**src/rtl/fetch_sequencer.sv**
```systemverilog
// Instruction fetch sequencer: loads/reads an external PC register, fetches from
// instruction memory with a 16-cycle timeout, and hands each word to a decoder.
//
// state   | meaning
// IDLE    | waiting for start; busy=0
// LOAD    | write pc_data into the PC register (pc_rw=0)
// READ_PC | PC register drives its stored value on pc_value
// LATCH   | capture pc_value as the fetch address, clear wait counter
// FETCH   | memory read outstanding, timeout after 16 cycles
// INC     | PC register stores addr_reg+1
// HOLD    | instruction presented until decode_ack
module fetch_sequencer (
  input  logic        clk,
  input  logic        rst,
  input  logic        start,
  input  logic [15:0] start_addr,
  input  logic        halt,
  input  logic        jump,
  input  logic [15:0] jump_addr,
  input  logic        decode_ack,
  input  logic        mem_ready,
  input  logic [15:0] mem_data,
  input  logic [15:0] pc_value,
  output logic        pc_rw,
  output logic        pc_inc,
  output logic [15:0] pc_data,
  output logic        mem_rd,
  output logic [15:0] mem_addr,
  output logic [15:0] ir_out,
  output logic        ir_valid,
  output logic        busy,
  output logic        err
);

  typedef enum logic [2:0] {
    S_IDLE, S_LOAD, S_READ_PC, S_LATCH, S_FETCH, S_INC, S_HOLD
  } state_t;

  state_t      state;
  logic [15:0] addr_reg;
  logic [3:0]  wait_cnt;
  logic        halt_pend;

  // Strobes are pure functions of the state register.
  assign pc_rw    = (state != S_LOAD);
  assign pc_inc   = (state == S_INC);
  assign mem_rd   = (state == S_FETCH);
  assign ir_valid = (state == S_HOLD);
  assign busy     = (state != S_IDLE);
  assign mem_addr = addr_reg;

  always_ff @(posedge clk) begin
    if (rst) begin
      state     <= S_IDLE;
      pc_data   <= 16'h0000;
      addr_reg  <= 16'h0000;
      ir_out    <= 16'h0000;
      wait_cnt  <= 4'd0;
      halt_pend <= 1'b0;
      err       <= 1'b0;
    end else begin
      if (state != S_IDLE && halt)
        halt_pend <= 1'b1;
      case (state)
        S_IDLE: begin
          if (start) begin
            pc_data <= start_addr;
            err     <= 1'b0;
            state   <= S_LOAD;
          end
        end
        S_LOAD:    state <= S_READ_PC;
        S_READ_PC: state <= S_LATCH;
        S_LATCH: begin
          addr_reg <= pc_value;
          wait_cnt <= 4'd0;
          state    <= S_FETCH;
        end
        S_FETCH: begin
          // A response on the 16th cycle takes priority over the timeout.
          if (mem_ready) begin
            ir_out  <= mem_data;
            pc_data <= addr_reg;
            state   <= S_INC;
          end else if (wait_cnt == 4'd15) begin
            err       <= 1'b1;
            halt_pend <= 1'b0;
            state     <= S_IDLE;
          end else begin
            wait_cnt <= wait_cnt + 4'd1;
          end
        end
        S_INC: state <= S_HOLD;
        S_HOLD: begin
          if (decode_ack) begin
            if (jump) begin
              pc_data <= jump_addr;
              state   <= S_LOAD;
            end else if (halt_pend || halt) begin
              halt_pend <= 1'b0;
              state     <= S_IDLE;
            end else begin
              state <= S_READ_PC;
            end
          end
        end
        default: state <= S_IDLE;
      endcase
    end
  end

endmodule

```
**config.mk**
```make
export PLATFORM = sky130hd
export DESIGN_NAME = fetch_sequencer
export DESIGN_NICKNAME = d
export VERILOG_FILES = /design/src/rtl/fetch_sequencer.sv
export SDC_FILE = /design/constraint.sdc
export NUM_CORES = 1
export LEC_CHECK = 0
export BUFFER_PORTS_ARGS = -buffer_cell sky130_fd_sc_hd__buf_2
export CAP_MARGIN = 20
export CORE_MARGIN = 5
export CORE_UTILIZATION = 45
export CTS_BUF_LIST = sky130_fd_sc_hd__clkbuf_8
export DETAILED_ROUTE_END_ITERATION = 16
export GPL_TIMING_DRIVEN = 1
export PLACE_DENSITY = 0.76
export SETUP_SLACK_MARGIN = 0.3
export SLEW_MARGIN = 10
export SYNTH_ARGS = -nofsm -noshare
export SYNTH_HDL_FRONTEND = slang
export SYNTH_SLANG_ARGS = --single-unit
```
**constraint.sdc**
```tcl
create_clock -name clk -period 2 [get_ports clk]
set_input_delay 0.2 -clock clk [delete_from_list [all_inputs] [get_ports clk]]
set_output_delay 0.2 -clock clk [all_outputs]
set_load 0.01 [all_outputs]
```
### After elaboration in Yosys (flattened, before gate mapping)

Index checks and enable logic that the tools add are counted.

* register bits: 57
* output and inout port bits: 54

* add/sub/neg operators: 1
* reductions and logical operators: 12
* mux-type cells: 26
* equal/unequal tests: 16

Operator list (count)
* 2-to-1 mux 16 bit: 4
* case mux 16 bit (3 select lines): 1
* case mux 3 bit (7 select lines): 1
* 2-to-1 mux 3 bit: 4
* != test 2 bit (second input constant): 6
* equality test 3 bit (second input constant): 3
* 2-to-1 mux 1 bit: 9
* 2-to-1 mux 4 bit: 2
* case mux 4 bit (2 select lines): 1
* equality test 3 x 2 -> 1 bit (second input constant): 2
* AND reduction 3 bit: 2
* nonzero test 3 bit: 2
* AND reduction 5 bit: 1
* adder 4 x 1 -> 4 bit (second input constant): 1
* equality test 4 bit (second input constant): 1
* 2-to-1 mux 2 bit: 2
* case mux 1 bit (2 select lines): 2
* AND reduction 4 bit: 1
* nonzero test 2 bit: 2
* equality test 3 x 1 -> 1 bit (second input constant): 1
* zero test 3 bit: 1
* != test 3 x 1 -> 1 bit (second input constant): 1
* != test 3 x 2 -> 1 bit (second input constant): 1
* != test 2 x 1 -> 1 bit (second input constant): 1
* 3 further kinds: 3

### Logic depth before layout (Yosys ltp)

* depth in word-level cells: 7
* depth in mapped cells: 7

### Least setup slack after synthesis

Ideal clock, no wire load.

* path type: register -> register
* from: reg state[1]
* to: reg pc_data[0]
* period minus slack after synthesis: 1.501 ns
* stages on the path, launching flop included: 7
* setup slack: 0.499 ns
* data arrival time: 1.365 ns
* cells stage by stage: dfxtp_1 -> nor4bb_2 -> buf_6 -> a311oi_4 -> buf_6 -> a211o_1 -> a21oi_2

* word-level cells in the longest chain between the ends: 3
* elaborated cells between the ends (all ways): 10

RTL lines
* start, declared: line 39 `state_t state;`
* start signal, assigned: line 54 `state <= S_IDLE;`
* start signal, assigned: line 69 `state <= S_LOAD;`
* start signal, assigned: line 72 `S_LOAD: state <= S_READ_PC;`
* equality test 3 bit / zero test 3 bit (equally long branches): line 64 `case (state)`
* != test 2 bit (no source line) / nonzero test 3 bit (equally long branches)
* AND reduction 5 bit (no source line)
* end signal, assigned: line 67 `pc_data <= start_addr;`
* end signal, assigned: line 83 `pc_data <= addr_reg;`
* end signal, assigned: line 97 `pc_data <= jump_addr;`
* end, declared: line 26 `output logic [15:0] pc_data,`

Several ways; a longest one is shown, not always the timed one.
A chain may end at the register's enable or synchronous reset.

### Final worst setup path

* from: reg state[2]
* to: out ir_valid

* word-level cells in the longest chain between the ends: 1

RTL lines
* equality test 3 bit: line 48 `assign ir_valid = (state == S_HOLD);`
* end, declared: line 30 `output logic ir_valid,`

No other way between the ends.

==> results.sh <==
export IMPL_status="finished clean"
export IMPL_seq_area_um2=1150
export IMPL_portBuffers=124
export IMPL_grt_overflow=0
export IMPL_hp_class="in2reg"
export IMPL_clk_latency_ns=0.33
export IMPL_grt_pass1_vias=2389
export IMPL_drt_iter0_drc=84
export IMPL_fp_coreArea_um2=5570
export IMPL_finalCritPeriodShare=0.817
export IMPL_cts_htree_levels=3
export IMPL_cp_required_ns=1.80
export IMPL_synth_top_area_cell="dfxtp_1"
export IMPL_netlist_top_cells_area="dfxtp_1 (44%), nand2_1 (12%), a21oi_1 (8.7%)"
export IMPL_ys_flop_type="dfxtp_1"
export IMPL_num_rows=27
export IMPL_start_util=0.466
export IMPL_layout_common_cells="buf_2 (124), nand2_1 (85), dfxtp_1 (54)"
export IMPL_dr_total_vias=2551
export IMPL_clock_sinks=57
export IMPL_final_hold_violation_count=0
export IMPL_synthArstFlopShare=0
export IMPL_path_cells="nor2b_4, buf_12, and2_1, buf_2"
export IMPL_critical_path_top_delay_family="flip-flops"
export IMPL_drc=0
export IMPL_vias_per_cell=5.06
export IMPL_antenna_left=0
export IMPL_start_kind="flop"
export IMPL_post_cts_resized=4
export IMPL_cts_tree="yes"
export IMPL_syn_area_um2=2600
export IMPL_leakagePower_uw=0.00153
export IMPL_clockBufferDepth=2
export IMPL_grt_antenna_before_repair=0
export IMPL_ios=125
export IMPL_max_slew_margin_rel=0.551
export IMPL_grt_pass1_wl_um=11100
export IMPL_max_freq_mhz=612
export IMPL_dp_hpwl_um=5150
export IMPL_reg2reg_depth=5
export IMPL_synth_seq_cells=57
export IMPL_utilization=0.624
export IMPL_synth_edf_count=0
export IMPL_rsz0062_at_grt="true"
export IMPL_multi_input_area_um2=1330
export IMPL_root_buffer="clkbuf_8"
export IMPL_fin_crit_ns=1.63
export IMPL_crit_fanout=34
export IMPL_syn_area_per_cell_um2=8.36
export IMPL_post_cts_buffers=0
export IMPL_crit_arrival_ns=1.43
export IMPL_place_ws_ns=0.293
export IMPL_clkTransAtPathRegs_ns=0.06
export IMPL_crit_path_start="state[2]"
export IMPL_place_congestion=0.793
export IMPL_worst_hold_path_num_cells=3
export IMPL_grt_max_degree=35
export IMPL_wl_per_cell_um=13.9
export IMPL_synth_top_cell_area_share=0.439
export IMPL_yosysWarnings=0
export IMPL_syn_num_nets=383
export IMPL_ir_drop_v=0.000547
export IMPL_critPathBufInv=2
export IMPL_finalSetupViolCount=0
export IMPL_hold_end="ir_out[8]"
export IMPL_drive_gt1_frac=0.370
export IMPL_numCtsBuffers=9
export IMPL_critPathKind="reg2out"
export IMPL_reg2reg_slack_ns=0.43
export IMPL_cpMaxStageDelayCell="dfxtp_4"
export IMPL_cap_violations=0
export IMPL_synthesis_instances=311
export IMPL_worst_pin_slew_ns=0.673
export IMPL_track_usage=0.189
export IMPL_die_area_um2=7400
export IMPL_hp_start="mem_data[8]"
export IMPL_fin_skew_ns=0.00338
export IMPL_crit_path_end_kind="output port"
export IMPL_drt_wl_total_um=7020
export IMPL_synth_seq_area_share=0.439
export IMPL_antennaDiodeCount=0
export IMPL_die_w_um=86.0
export IMPL_pwr_density_cell_nw_per_um2=768
export IMPL_dr_pass1_iters=4
export IMPL_fillers=527
export IMPL_worst_slack_ns=0.366
export IMPL_mostFrequentLayoutCell="buf_2"
export IMPL_syn_to_final_growth_pct=33.7
export IMPL_timing_rr_end="pc_data[11]"
export IMPL_fp_dieH_um=86.0
export IMPL_finalMaxSlewViolations=0
export IMPL_crit_cells=4
export IMPL_setup_tns_ns=0
export IMPL_synth_distinct_cells=37
export IMPL_timing_rr_start="state[0]"
export IMPL_crit_path_max_incr_delay_ns=0.42
export IMPL_num_nets_final=501
export IMPL_holdBufCountCts=0
==> metal layers <==
layer / track usage / up-vias / wire length, um
met5: 0 / - / 0
met4: 0.0791 / 0 / 132
met3: 0.0557 / 10 / 509
met2: 0.327 / 81 / 3370
met1: 0.216 / 1169 / 3020
li1: - / 1291 / -
==> logic make-up after synthesis <==
group	count (synthesis)	synth area share
fa+ha+maj	1	0.00481
mux	19	0.0736
buf+inv	25	0.0563
flops	57	0.439
xor+xnor	2	0.00674
simple gates	131	0.226
compound gates	76	0.193
==> registers in the layout, summed over array words and instances (netlist names) <==
name and flops:
err 1, halt_pend 1, ir_out 16, mem_addr 16, pc_data 16, state 3
wait_cnt 4
==> worst min-delay path, stage by stage <==
cell,delay (ns)
buf_2,0.09
nand2_1,0.04
a21oi_1,0.05
==> how the worst max path moves through the flow <==
stage | endpoint
final | ir_valid
after global routing | pc_data[9]
after CTS | ir_valid
after detailed placement | ir_out[4]
after global placement | pc_data[11]
after floorplan | pc_data[0]
==> power by group <==
group	switching, uW	internal [uW]	total, uW
Combinational	223	208	431
Clock	421	588	1010
Sequential	43.1	1190	1230
Total	687	1980	2670
==> synthesized netlist by cell type (2+ instances only) <==
master    instances
nand3b_1          2
a21oi_1          45
buf_2             3
buf_4             3
nand2_1          85
a21oi_2           6
and2_1            3
xor2_1            2
nor2b_1           3
and3_1            2
mux2i_1          18
a211o_1          16
nor3_1            2
buf_6             5
o21ai_0           2
dfxtp_1          57
nor2_1           22
clkbuf_1         12
nand2b_1          5
==> area by class of cell <==
type | instances | area share
flip-flops and latches | 57 | 0.330
clock inverters | 4 | 0.0130
inverters | 1 | 0.00108
multi-input cells | 229 | 0.382
well taps | 72 | 0.0259
repair buffers | 131 | 0.208
clock buffers | 10 | 0.0396
==> metrics by stage <==
stage | hold WS, ns | instance area [um2] | total power [uW] | cells
finish | 0.108 | 3480 | 2670 | 504
global route | 0.0826 | 3480 | 2810 | 504
CTS | 0.0922 | 3470 | 2710 | 504
detailed placement | 0.441 | 3280 | 1690 | 490
global placement | 0.437 | 3280 | 1680 | 490
floorplan | 0.336 | 2600 | 1510 | 311
Power figures use the tool's default switching activity.
